==> config.mk <==
export PLATFORM = sky130hd
export DESIGN_NAME = crono_control_flat
export DESIGN_NICKNAME = d
export VERILOG_FILES = /design/src/rtl/crono_control_if.sv /design/src/rtl/crono_control.sv /design/src/flat_wrapper.sv
export SDC_FILE = /design/constraint.sdc
export NUM_CORES = 1
export LEC_CHECK = 0
export CORE_MARGIN = 8
export CORE_UTILIZATION = 60
export DETAILED_ROUTE_END_ITERATION = 10
export PLACE_DENSITY_LB_ADDON = 0.15
export SYNTH_ARGS = -nofsm -noshare
export SYNTH_HDL_FRONTEND = slang
export SYNTH_SLANG_ARGS = --single-unit
export TNS_END_PERCENT = 20
==> constraint.sdc <==
create_clock -name clk -period 8.2 [get_ports clk]
set_input_delay 1.64 -clock clk [delete_from_list [all_inputs] [get_ports clk]]
set_output_delay 1.64 -clock clk [all_outputs]
set_load 0.05 [all_outputs]
==> src/rtl/crono_control_if.sv <==
// Handshake/bus bundle between the button front end, crono_control and the
// display chain; the master drives the button/preset side.
interface crono_control_if;
    logic       btn_start;
    logic       btn_clear;
    logic       load_en;
    logic [5:0] load_min;
    logic [5:0] load_sec;
    logic [5:0] Segundos;
    logic [5:0] Minutos;
    logic       scan_tick;
    logic       running;
    logic       alarm;

    modport master (
        output btn_start, btn_clear, load_en, load_min, load_sec,
        input  Segundos, Minutos, scan_tick, running, alarm
    );

    modport slave (
        input  btn_start, btn_clear, load_en, load_min, load_sec,
        output Segundos, Minutos, scan_tick, running, alarm
    );
endinterface

==> src/rtl/crono_control.sv <==
// Run/pause/clear sequencer, 1 Hz prescaler and display scan strobe.
// Define CRONO_COUNTDOWN_EN to build a preset countdown timer instead of a stopwatch.
module crono_control #(
    parameter int TICK_DIV = 50000000,
    parameter int SCAN_DIV = 50000
) (
    input logic            clk,
    input logic            rst,
    crono_control_if.slave bus
);
    localparam int PW = $clog2(TICK_DIV);
    localparam int SW = $clog2(SCAN_DIV);
    localparam logic [PW-1:0] PRE_MAX  = PW'(TICK_DIV - 1);
    localparam logic [SW-1:0] SCAN_MAX = SW'(SCAN_DIV - 1);

    typedef enum logic [1:0] {
        S_IDLE,
        S_RUN,
        S_PAUSE,
        S_DONE
    } state_t;

    state_t        r_state;
    state_t        w_next;
    logic [PW-1:0] r_pre;
    logic [SW-1:0] r_scan_cnt;
    logic          r_scan_tick;
    logic [5:0]    r_sec;
    logic [5:0]    r_min;
    logic          r_running;
    logic          r_alarm;

    logic          w_sec_tick;
    logic          w_adv;
    logic          w_term;
    logic          w_can_start;
    logic [5:0]    w_sec_n;
    logic [5:0]    w_min_n;

    assign w_sec_tick = (r_state == S_RUN) && (r_pre == PRE_MAX);

`ifdef CRONO_COUNTDOWN_EN
    logic          w_load;
    logic [5:0]    w_load_min;
    logic [5:0]    w_load_sec;

    assign w_load     = bus.load_en && (r_state == S_IDLE) && !bus.btn_clear;
    assign w_load_min = (bus.load_min > 6'd59) ? 6'd59 : bus.load_min;
    assign w_load_sec = (bus.load_sec > 6'd59) ? 6'd59 : bus.load_sec;

    always_comb begin
        w_sec_n = r_sec - 6'd1;
        w_min_n = r_min;
        if (r_sec == 6'd0) begin
            w_sec_n = 6'd59;
            w_min_n = r_min - 6'd1;
        end
    end

    assign w_term      = (w_sec_n == 6'd0) && (w_min_n == 6'd0);
    assign w_can_start = (r_sec != 6'd0) || (r_min != 6'd0);
`else
    logic w_unused_load;
    assign w_unused_load = ^{bus.load_en, bus.load_min, bus.load_sec};

    always_comb begin
        w_sec_n = r_sec + 6'd1;
        w_min_n = r_min;
        if (r_sec == 6'd59) begin
            w_sec_n = 6'd0;
            w_min_n = r_min + 6'd1;
        end
    end

    assign w_term      = (w_sec_n == 6'd59) && (w_min_n == 6'd59);
    assign w_can_start = 1'b1;
`endif

    // A start press in RUN wins over a coincident second tick (tick dropped).
    always_comb begin
        w_next = r_state;
        w_adv  = 1'b0;
        if (bus.btn_clear) begin
            w_next = S_IDLE;
        end else begin
            case (r_state)
                S_IDLE: begin
                    if (bus.btn_start && w_can_start)
                        w_next = S_RUN;
                end
                S_RUN: begin
                    if (bus.btn_start) begin
                        w_next = S_PAUSE;
                    end else if (w_sec_tick) begin
                        w_adv = 1'b1;
                        if (w_term)
                            w_next = S_DONE;
                    end
                end
                S_PAUSE: begin
                    if (bus.btn_start)
                        w_next = S_RUN;
                end
                S_DONE: w_next = S_DONE;
                default: w_next = S_IDLE;
            endcase
        end
    end

    always_ff @(posedge clk) begin
        if (rst) begin
            r_state   <= S_IDLE;
            r_running <= 1'b0;
            r_alarm   <= 1'b0;
        end else begin
            r_state   <= w_next;
            r_running <= (w_next == S_RUN);
            r_alarm   <= (w_next == S_DONE);
        end
    end

    // Prescaler only advances while staying in RUN; entering/leaving PAUSE holds it.
    always_ff @(posedge clk) begin
        if (rst) begin
            r_pre <= '0;
        end else if (w_next == S_IDLE || w_next == S_DONE) begin
            r_pre <= '0;
        end else if (r_state == S_RUN && w_next == S_RUN) begin
            r_pre <= w_sec_tick ? '0 : r_pre + 1'b1;
        end
    end

    always_ff @(posedge clk) begin
        if (rst || bus.btn_clear) begin
            r_sec <= 6'd0;
            r_min <= 6'd0;
        end else if (w_adv) begin
            r_sec <= w_sec_n;
            r_min <= w_min_n;
`ifdef CRONO_COUNTDOWN_EN
        end else if (w_load) begin
            r_sec <= w_load_sec;
            r_min <= w_load_min;
`endif
        end
    end

    always_ff @(posedge clk) begin
        if (rst) begin
            r_scan_cnt  <= '0;
            r_scan_tick <= 1'b0;
        end else begin
            r_scan_cnt  <= (r_scan_cnt == SCAN_MAX) ? '0 : r_scan_cnt + 1'b1;
            r_scan_tick <= (r_scan_cnt == SCAN_MAX);
        end
    end

    assign bus.Segundos  = r_sec;
    assign bus.Minutos   = r_min;
    assign bus.scan_tick = r_scan_tick;
    assign bus.running   = r_running;
    assign bus.alarm     = r_alarm;
endmodule

==> src/flat_wrapper.sv <==
// flat-port wrapper written by rule: the top's interface ports become plain ports
module crono_control_flat 
#(
    parameter int TICK_DIV = 50000000,
    parameter int SCAN_DIV = 50000
)
  (clk, rst, bus_btn_start, bus_btn_clear, bus_load_en, bus_load_min, bus_load_sec, bus_Segundos, bus_Minutos, bus_scan_tick, bus_running, bus_alarm);
  crono_control_if bus_i ();
  input logic clk;
  input logic rst;
  input wire logic [$bits(bus_i.btn_start)-1:0] bus_btn_start;
  input wire logic [$bits(bus_i.btn_clear)-1:0] bus_btn_clear;
  input wire logic [$bits(bus_i.load_en)-1:0] bus_load_en;
  input wire logic [$bits(bus_i.load_min)-1:0] bus_load_min;
  input wire logic [$bits(bus_i.load_sec)-1:0] bus_load_sec;
  output wire logic [$bits(bus_i.Segundos)-1:0] bus_Segundos;
  output wire logic [$bits(bus_i.Minutos)-1:0] bus_Minutos;
  output wire logic [$bits(bus_i.scan_tick)-1:0] bus_scan_tick;
  output wire logic [$bits(bus_i.running)-1:0] bus_running;
  output wire logic [$bits(bus_i.alarm)-1:0] bus_alarm;
  assign bus_i.btn_start = bus_btn_start;
  assign bus_i.btn_clear = bus_btn_clear;
  assign bus_i.load_en = bus_load_en;
  assign bus_i.load_min = bus_load_min;
  assign bus_i.load_sec = bus_load_sec;
  assign bus_Segundos = bus_i.Segundos;
  assign bus_Minutos = bus_i.Minutos;
  assign bus_scan_tick = bus_i.scan_tick;
  assign bus_running = bus_i.running;
  assign bus_alarm = bus_i.alarm;
  crono_control #(.TICK_DIV(TICK_DIV), .SCAN_DIV(SCAN_DIV)) u_core (.clk(clk), .rst(rst), .bus(bus_i));
endmodule
== Word-level counts from Yosys, hierarchy flattened ==
Index checks and enable logic that the tools add are counted.
W data, S select, Z words.

* Logic and storage cells: 45
* Input port bits: 17
* Bits in registers: 59
* Output and inout port bits: 15

* $add $sub $neg: 4
* Reductions and logical operators: 10
* Equal/unequal tests: 10
* Muxes and demuxes: 13

{| class="wikitable"
|+ Operators with widths
! operator !! number
|-
| $add A26 B1 Y26 const B || 1
|-
| $eq A26 B26 Y1 const B || 1
|-
| $mux W26 || 1
|-
| $eq A6 B6 Y1 const B || 3
|-
| $add A16 B1 Y16 const B || 1
|-
| $eq A16 B16 Y1 const B || 1
|-
| $add A6 B1 Y6 const B || 2
|-
| $mux W6 || 2
|-
| $mux W2 || 5
|-
| $eq A2 B2 Y1 const B || 3
|-
| $pmux W2 S3 || 1
|-
| $reduce_or A2 Y1 || 3
|-
| $eq A2 B1 Y1 const B || 2
|-
| $logic_not A2 Y1 || 2
|-
| $mux W1 || 4
|-
| $logic_and A1 B1 Y1 || 3
|-
| $logic_or A1 B1 Y1 || 2
|}

== Depth between registers and ports, before layout ==
Gate-level depths: netlist of the first run.

* Word-level depth: 12
* Mapped depth: 13
* Depth with buffers taken out: 12

== Least setup slack after synthesis of the first run ==
No wires, ideal clock.

* Kind: register to register
* Start point: reg u_core.r_sec[0] (netlist: u_core.bus.Segundos[0])
* End point: reg u_core.r_pre[25]
* Arrival time: 3.354 ns
* Path buffers: 1
* Required time: 8.083 ns
* Stages on the path, launching flop included: 14
* Clock period less this slack: 3.471 ns
* Path slack: 4.729 ns
* Setup time: 0.117 ns
* Cell sequence: dfxtp_1 ha_1 and4_1 nand3b_1 o211a_1 o211ai_1 o22a_1 ha_1 nand3b_1 nor3_1 clkbuf_1 nand4_1 xor2_1 nor2_1

* Longest elaborated chain between the ends: 12
* Elaborated cells between the ends (all ways): 18
* Those cells by class: 1 x add/sub; 5 x eq/ne; 7 x mux; 5 x reduce/logical

{| class="wikitable"
|+ Ends and longest elaborated chain
! element !! RTL line !! RTL
|-
| from (decl) || crono_control.sv:28 || <nowiki>logic [5:0] r_sec;</nowiki>
|-
| from (signal assigned) || crono_control.sv:138 || <nowiki>r_sec <= w_sec_n;</nowiki>
|-
| $add A6 B1 Y6 / $eq A6 B6 Y1 (equally long branches) || crono_control.sv:67, crono_control.sv:69 ||
|-
| $mux W6 || crono_control.sv:69 || <nowiki>if (r_sec == 6'd59) begin</nowiki>
|-
| $eq A6 B6 Y1 || crono_control.sv:75 || <nowiki>assign w_term = (w_sec_n == 6'd59) && (w_min_n == 6'd59);</nowiki>
|-
| $logic_and A1 B1 Y1 * || crono_control.sv:75 ||
|-
| $mux W2 * || crono_control.sv:96 || <nowiki>if (w_term)</nowiki>
|-
| $mux W2 * || crono_control.sv:94 || <nowiki>end else if (w_sec_tick) begin</nowiki>
|-
| $mux W2 * || crono_control.sv:92 || <nowiki>if (bus.btn_start) begin</nowiki>
|-
| $pmux W2 S3 * || crono_control.sv:86 || <nowiki>case (r_state)</nowiki>
|-
| $mux W2 * || crono_control.sv:83 || <nowiki>if (bus.btn_clear) begin</nowiki>
|-
| $eq A2 B2 Y1 / $logic_not A2 Y1 (equally long branches) || crono_control.sv:126 || <nowiki>end else if (w_next == S_IDLE || w_next == S_DONE) begin</nowiki>
|-
| $logic_or A1 B1 Y1 || crono_control.sv:126 ||
|-
| $reduce_or A2 Y1 (no line) || n/a ||
|-
| to (signal assigned) || crono_control.sv:129 || <nowiki>r_pre <= w_sec_tick ? '0 : r_pre + 1'b1;</nowiki>
|-
| to (decl) || crono_control.sv:25 || <nowiki>logic [PW-1:0] r_pre;</nowiki>
|}

Mark *: on every way between the ends. The rest lies on a longest branch, timed or not.
A chain may end at the register's enable or synchronous reset.

== Worst setup path after layout of the first run ==
* Start point: in bus_btn_start
* End point: reg u_core.r_pre[24]

* Longest elaborated chain between the ends: 6
* Elaborated cells between the ends (all ways): 10
* Those cells by class: 2 x eq/ne; 4 x mux; 4 x reduce/logical

{| class="wikitable"
|+ Ends and longest elaborated chain
! element !! RTL line !! RTL
|-
| from (decl) || flat_wrapper.sv:11 || <nowiki>input wire logic [$bits(bus_i.btn_start)-1:0] bus_btn_start;</nowiki>
|-
| $mux W2, on equally long branches || crono_control.sv:88, crono_control.sv:101, crono_control.sv:92 ||
|-
| $pmux W2 S3 * || crono_control.sv:86 ||
|-
| $mux W2 * || crono_control.sv:83 ||
|-
| $eq A2 B2 Y1 / $logic_not A2 Y1 (equally long branches) || crono_control.sv:126 ||
|-
| $logic_or A1 B1 Y1 || crono_control.sv:126 ||
|-
| $reduce_or A2 Y1 (no line) || n/a ||
|}

Marks and branches as above.

==> Implementation_results.wiki, run 1 <==
{| class="wikitable"
! Metric !! Value
|-
| Starting DRT DRC Count || 151
|-
| Clock Sinks || 59
|-
| Part of the power in the clock network || 54.3%
|-
| Routed wire length || 5850 um
|-
| Fill cell total of the finished layout || 385
|-
| Count of different cell masters after synthesis || 46
|-
| Buffer type at the clock tree root || sky130_fd_sc_hd__clkbuf_8
|-
| Antenna diode count || 0
|-
| Worst clock skew || 0.00685 ns
|-
| Initial cell density of the core || 61.6%
|-
| Sequential standard cell area || 0.00118 mm2
|-
| Global-route wire length before repair || 10100 um
|-
| Syn-to-layout area delta || 16.4%
|-
| Class of the tightest hold or removal check || flip-flop to flip-flop
|-
| Final Hold Vio Count || 0
|-
| Final setup margin || 4.21 ns
|-
| Count of final max-slew check failures || 0
|-
| Part of the power in combinational logic || 2.3%
|-
| Clock insertion delay at the later pin of the skew report || 0.34 ns
|-
| Cell count after synthesis || 328
|-
| Static Leak || 1.18 nW
|-
| Ratio of cells with drive above 1 in the final layout || 7.74%
|-
| Max Fanout on Critical Path || 9
|-
| Vias in the first global route || 2183
|-
| Final setup violation count || 0
|-
| Worst endpoint data arrival time || 4.25 ns
|-
| Total congestion overflow after global routing || 0
|-
| Die Y-Extent || 85.2 um
|-
| Warning count from the yosys run || 0
|-
| Overall die area || 0.00726 mm2
|-
| Post-layout net count || 368
|-
| Post-Synthesis Mean Instance Area || 8.75 um2
|-
| CTS max path bufs || 2
|-
| GRT Total Usage || 17.3%
|-
| Crit path capture type || flip-flop
|-
| DR vias/cell || 5.90
|-
| Cell type with the highest aggregate area in the netlist || sky130_fd_sc_hd__dfxtp_1
|-
| Routed Antenna Nets || 0
|-
| Global placement routability congestion || 0.834
|-
| Floorplan row count || 25
|-
| Instance area after placement || 0.00307 mm2
|-
| Number of buffer cells added on primary ports || 18
|-
| Pin count of the biggest net entering global routing || 27
|-
| Seq cells post-synth || 59
|-
| Setup repair after global routing missed its margin || false
|-
| Number of setup buffers added after CTS || 0
|-
| Clock tree from TritonCTS || built
|-
| Dominant register cell in the synthesized netlist || sky130_fd_sc_hd__dfxtp_1
|-
| Count of flip-flops with a built-in enable after synthesis || 0
|-
| Routed vias || 2376
|-
| Kind of start point of the critical path || input pin
|-
| Fmax achieved || 0.251 GHz
|-
| Max incr delay on CP || 0.55 ns
|-
| Number of placed I/O pins || 32
|-
| Class of the most critical setup path || input pin to flip-flop
|-
| Slew at the pin closest to its max-slew limit || 0.799 ns
|-
| CORE AREA || 0.00466 mm2
|-
| Drt wl/cell || 14.5 um
|-
| Resized cells post-CTS || 0
|-
| H-Tree Depth || 3
|-
| Proportion of total power due to net switching || 18.7%
|-
| First-pass iteration count of the detailed router || 4
|-
| Sw Pwr || 0.000125 W
|-
| Most common cell after layout, fill and taps aside || sky130_fd_sc_hd__dfxtp_1
|-
| Sequential cell fraction of total power || 43.4%
|-
| Cell types with the largest area share after synthesis || sky130_fd_sc_hd__dfxtp_1, sky130_fd_sc_hd__xor2_1, sky130_fd_sc_hd__nor2_1, sky130_fd_sc_hd__nand4_1, sky130_fd_sc_hd__ha_1
|-
| Slowest library cell on the worst path || sky130_fd_sc_hd__clkdlybuf4s50_1
|-
| Detailed Place HPWL || 3910 um
|-
| Number of buffers inserted during clock tree synthesis || 9
|-
| Yosys top cell area share || 41.1%
|-
| Netlist area before placement || 0.00287 mm2
|-
| Final core utilization || 71.7%
|-
| Slew margin rel. || 46.8%
|-
| Sum of negative setup slack || 0 ns
|-
| Multi-input gate area in the final layout || 0.00160 mm2
|-
| Result of the run || completed
|-
| Summed area of non-filler cells in the final layout || 0.00334 mm2
|-
| Cell-by-cell trace of the critical path || clkdlybuf4s50_1, mux2i_1, o22a_1, ha_1, nand3b_1, nor3_4, nand3_1, or3_1, a21oi_1
|-
| Net Count, Synth || 352
|-
| Width of the die || 85.2 um
|-
| CP Data Required Time || 8.46 ns
|-
| Sequential cell area fraction in the yosys report || 41.1%
|-
| Number of violations of the max-capacitance limit || 0
|-
| Tightest hold margin || 0.462 ns
|-
| DRC errors left || 0
|-
| Total internal power || 0.000543 W
|-
| Final critical path time including I/O delays and setup || 3.99 ns
|-
| Number of buffers inserted for hold repair after clock tree synthesis || 0
|-
| Fin crit share || 48.7%
|-
| Number of antenna violations at the first check in global routing || 0
|-
| Clk slew on worst S/H paths || 0.07 ns
|-
| Commonest non-fill, non-tap cells in the layout || sky130_fd_sc_hd__dfxtp_1, sky130_fd_sc_hd__nor2_1, sky130_fd_sc_hd__xor2_1, sky130_fd_sc_hd__nand2_1, sky130_fd_sc_hd__clkdlybuf4s50_1
|-
| Pre-CTS WS || 3.91 ns
|-
| Pwr per Cell Area || 200 mW/mm2
|-
| Async SR Flop Fraction || 0%
|-
| Max VDD drop || 0.000202 V
|}
flip-flops by register name (all words and copies together), names as in the netlist:
register	count
u_core.bus.running	1
u_core.r_state	2
u_core.bus.Minutos	6
u_core.bus.alarm	1
u_core.r_pre	26
u_core.bus.Segundos	6
u_core.r_scan_cnt	16
u_core.bus.scan_tick	1
final timing paths:
kind | start | slack [ns] | to | cells past startpoint
worst max-delay path | bus_btn_start | 4.21 | u_core.r_pre[24] | 9
worst min register to register | u_core.r_scan_cnt[0] | 0.46 | u_core.r_scan_cnt[0] | 1
worst max register to register | u_core.bus.Segundos[0] | 4.52 | u_core.r_pre[24] | 12
worst min-delay path | u_core.r_scan_cnt[0] | 0.46 | u_core.r_scan_cnt[0] | 1
metrics by stage:
| step | instances | total power, W |
|---|---|---|
| final | 403 | 0.000668 |
| after global routing | 403 | 0.000690 |
| after CTS | 403 | 0.000676 |
| after detailed placement | 387 | 0.000312 |
| after global placement | 387 | 0.000311 |
| after floorplan | 328 | 0.000307 |
cells by family after synthesis:
kind of cell	synth area share (%)
simple gates	30.9
flops	41.1
xor+xnor	12.2
compound gates	8.76
buf+inv	3.22
fa+ha+maj	3.05
mux	0.697
routing by layer:
metal	vias to the layer above	wire [um]	track usage [%]
li1	1189	-	-
met1	1133	2850	21.3
met2	49	2660	26.6
met3	5	299	6.37
met4	0	49	6.80
met5	-	0	0
Yosys cell counts (3+ instances only):
| cell | instances |
|---|---|
| sky130_fd_sc_hd__a21oi_1 | 10 |
| sky130_fd_sc_hd__and2_1 | 3 |
| sky130_fd_sc_hd__and3_1 | 9 |
| sky130_fd_sc_hd__and4_1 | 6 |
| sky130_fd_sc_hd__buf_2 | 4 |
| sky130_fd_sc_hd__clkbuf_1 | 8 |
| sky130_fd_sc_hd__dfxtp_1 | 59 |
| sky130_fd_sc_hd__ha_1 | 7 |
| sky130_fd_sc_hd__inv_1 | 9 |
| sky130_fd_sc_hd__nand2_1 | 21 |
| sky130_fd_sc_hd__nand3_1 | 17 |
| sky130_fd_sc_hd__nand4_1 | 16 |
| sky130_fd_sc_hd__nand4b_1 | 4 |
| sky130_fd_sc_hd__nor2_1 | 51 |
| sky130_fd_sc_hd__nor2b_1 | 5 |
| sky130_fd_sc_hd__nor3_1 | 4 |
| sky130_fd_sc_hd__nor4b_1 | 3 |
| sky130_fd_sc_hd__o211ai_1 | 4 |
| sky130_fd_sc_hd__o21ai_0 | 5 |
| sky130_fd_sc_hd__o31ai_1 | 3 |
| sky130_fd_sc_hd__o41ai_1 | 3 |
| sky130_fd_sc_hd__or3_1 | 6 |
| sky130_fd_sc_hd__xnor2_1 | 10 |
| sky130_fd_sc_hd__xor2_1 | 30 |
critical path, delay by kind of cell:
kind / cells / cell delay, ns
simple gates: 4 / 1.20
buf+inv: 1 / 0.55
compound gates: 2 / 0.35
mux: 1 / 0.32
fa+ha+maj: 1 / 0.18
power groups by stage:
stage | combinational [W] | sequential (W) | clock (W)
after floorplan | 0.00000965 | 0.000297 | 0
after global placement | 0.0000152 | 0.000296 | 0
after detailed placement | 0.0000152 | 0.000296 | 0
after CTS | 0.0000153 | 0.000290 | 0.000371
after global routing | 0.0000175 | 0.000290 | 0.000382
final | 0.0000153 | 0.000290 | 0.000363
cell type report:
class,count,share of cell area [%]
repair buffers,19,5.61
well taps,54,2.02
multi-input cells,246,47.8
clock inverters,4,3.59
flip-flops and latches,59,35.3
clock buffers,12,4.64
inverters,9,1.01
Power figures use the tool's default switching activity.
==> inputs of run 2 (changes only) <==
Settings changed: CORE_UTILIZATION 60 to 50.
Clock period 8.2 ns to 3.53 ns, I/O delays scaled along.
==> Implementation_results.wiki, run 2 (same netlist as run 1, synthesis figures left out) <==
{| class="wikitable"
! Metric !! Value
|-
| Width of the die || 91.8 um (+7.7%)
|-
| CORE AREA || 0.00554 mm2 (+19%)
|-
| Initial cell density of the core || 51.8% (-9.8 points)
|-
| Ratio of cells with drive above 1 in the final layout || 7.98% (+0.24 points)
|-
| Resized cells post-CTS || 0 (unchanged)
|-
| Class of the tightest hold or removal check || flip-flop to flip-flop
|-
| Fmax achieved || 0.313 GHz
|-
| Detailed Place HPWL || 3930 um (+0.49%)
|-
| Global-route wire length before repair || 9860 um (-2.7%)
|-
| Number of setup buffers added after CTS || 0 (unchanged)
|-
| Result of the run || completed
|-
| Most common cell after layout, fill and taps aside || sky130_fd_sc_hd__dfxtp_1
|-
| Vias in the first global route || 2141 (-1.9%)
|-
| Clock tree from TritonCTS || built
|-
| Kind of start point of the critical path || flip-flop
|-
| Clock Sinks || 59 (unchanged)
|-
| Final critical path time including I/O delays and setup || 3.20 ns
|-
| Floorplan row count || 27 (+8.0%)
|-
| Fin crit share || 90.6%
|-
| Final setup violation count || 0 (unchanged)
|-
| Syn-to-layout area delta || 15.8%
|-
| Slew at the pin closest to its max-slew limit || 0.839 ns (+0.0407 ns)
|-
| Final Hold Vio Count || 0 (unchanged)
|-
| Count of final max-slew check failures || 0 (unchanged)
|-
| Static Leak || 1.16 nW (-1.4%)
|-
| Number of violations of the max-capacitance limit || 0 (unchanged)
|-
| Clk slew on worst S/H paths || 0.07 ns (about the same)
|-
| Clock insertion delay at the later pin of the skew report || 0.34 ns (about the same)
|-
| Antenna diode count || 0 (unchanged)
|-
| DR vias/cell || 5.55 (-5.9%)
|-
| Pwr per Cell Area || 419 mW/mm2 (+110%)
|-
| Worst clock skew || 0.0103 ns (+0.00340 ns)
|-
| Commonest non-fill, non-tap cells in the layout || sky130_fd_sc_hd__dfxtp_1, sky130_fd_sc_hd__nor2_1, sky130_fd_sc_hd__xor2_1, sky130_fd_sc_hd__nand2_1, sky130_fd_sc_hd__clkdlybuf4s50_1
|-
| Sum of negative setup slack || 0 ns (unchanged)
|-
| Tightest hold margin || 0.460 ns (-0.00132 ns)
|-
| First-pass iteration count of the detailed router || 4 (unchanged)
|-
| Number of flip-flops under the largest register name || 26 (unchanged)
|-
| DRC errors left || 0 (unchanged)
|-
| Number of non-filler instances in the completed layout || 423 (+5.0%)
|-
| Max VDD drop || 0.000273 V (+36%)
|-
| Number of buffers inserted during clock tree synthesis || 9 (unchanged)
|-
| Fill cell total of the finished layout || 492 (+28%)
|-
| Drt wl/cell || 13.6 um (-6.6%)
|-
| Number of buffer cells added on primary ports || 18 (unchanged)
|-
| Setup repair after global routing missed its margin || false
|-
| Post-Place Cells || 407 (+5.2%)
|-
| Overall power of the completed layout || 0.00139 W (+110%)
|-
| Number of buffers inserted for hold repair after clock tree synthesis || 0 (unchanged)
|-
| CP Data Required Time || 3.79 ns (-4.67 ns)
|-
| Starting DRT DRC Count || 108 (-28%)
|-
| Routed wire length || 5740 um (-2.0%)
|-
| Slew margin rel. || 44.0% (-2.7 points)
|-
| Biggest register || u_core.r_pre
|-
| Pin count of the biggest net entering global routing || 27 (unchanged)
|-
| Worst endpoint data arrival time || 3.46 ns (-0.79 ns)
|-
| Crit path capture type || flip-flop
|-
| Max Fanout on Critical Path || 7 (-2)
|-
| Routed vias || 2347 (-1.2%)
|-
| Buffer type at the clock tree root || sky130_fd_sc_hd__clkbuf_8
|-
| CTS max path bufs || 2 (unchanged)
|-
| Post-layout net count || 370 (+0.54%)
|-
| Class of the most critical setup path || flip-flop to flip-flop
|-
| Top flop regs || u_core.r_pre (26), u_core.r_scan_cnt (16)
|-
| Number of placed I/O pins || 32 (unchanged)
|-
| Global placement routability congestion || 0.818 (-2.0%)
|-
| Die Y-Extent || 91.8 um (+7.7%)
|-
| Overall die area || 0.00842 mm2 (+16%)
|-
| Number of antenna violations at the first check in global routing || 0 (unchanged)
|-
| H-Tree Depth || 3 (unchanged)
|-
| GRT Total Usage || 14.3% (-3.0 points)
|-
| Total congestion overflow after global routing || 0 (unchanged)
|-
| Routed Antenna Nets || 0 (unchanged)
|}
run 2: worst max-delay path, cell delays in order (launching register included):
cell and delay (ns):
sky130_fd_sc_hd__dfxtp_1 0.42, sky130_fd_sc_hd__ha_1 0.32, sky130_fd_sc_hd__and4_1 0.27, sky130_fd_sc_hd__nand3b_1 0.11
sky130_fd_sc_hd__o211a_1 0.24, sky130_fd_sc_hd__o211ai_1 0.27, sky130_fd_sc_hd__o22a_1 0.20, sky130_fd_sc_hd__ha_1 0.18
sky130_fd_sc_hd__nand3b_1 0.24, sky130_fd_sc_hd__nor3_4 0.22, sky130_fd_sc_hd__nand3_1 0.16, sky130_fd_sc_hd__or3_1 0.35
sky130_fd_sc_hd__a21oi_1 0.15
run 2: area by class of cell:
class / count / area [um2] / area share (%)
multi-input combinational: 246 / 1600 / 48.1
sequential: 59 / 1180 / 35.5
timing repair buffer: 21 / 203 / 6.10
clock buffer: 12 / 145 / 4.37
tap: 72 / 90.1 / 2.71
clock inverter: 4 / 73.8 / 2.22
inverter: 9 / 33.8 / 1.02
run 2: worst paths after layout:
path | endpoint | cells after the start | from | slack (ns)
setup / recovery | u_core.r_pre[24] | 12 | u_core.bus.Segundos[0] | 0.33
hold / removal | u_core.r_scan_cnt[0] | 1 | u_core.r_scan_cnt[0] | 0.46
setup reg to reg | u_core.r_pre[24] | 12 | u_core.bus.Segundos[0] | 0.33
hold reg to reg | u_core.r_scan_cnt[0] | 1 | u_core.r_scan_cnt[0] | 0.46
run 2: per-layer routing:
layer | global-route usage [%] | up-vias | routed length (um)
met5 | 0 | - | 0
met3 | 5.46 | 7 | 234
met1 | 18.0 | 1111 | 2850
met2 | 21.2 | 33 | 2580
met4 | 6.31 | 0 | 66
li1 | - | 1196 | -
run 2: report_power, final:
part           internal, W  switching [W]
clock             0.000417       0.000266
sequential        0.000670     0.00000334
combinational    0.0000119      0.0000236
total              0.00110       0.000293
run 2: through the flow:
step	area (um2)	setup slack, ns	util [%]
after global routing	3320	0.0194	60.0
after CTS	3320	0.339	60.0
after floorplan	2870	0.0590	-
after detailed placement	3110	0.382	56.1
final	3320	0.331	60.0
after global placement	3110	0.357	56.1
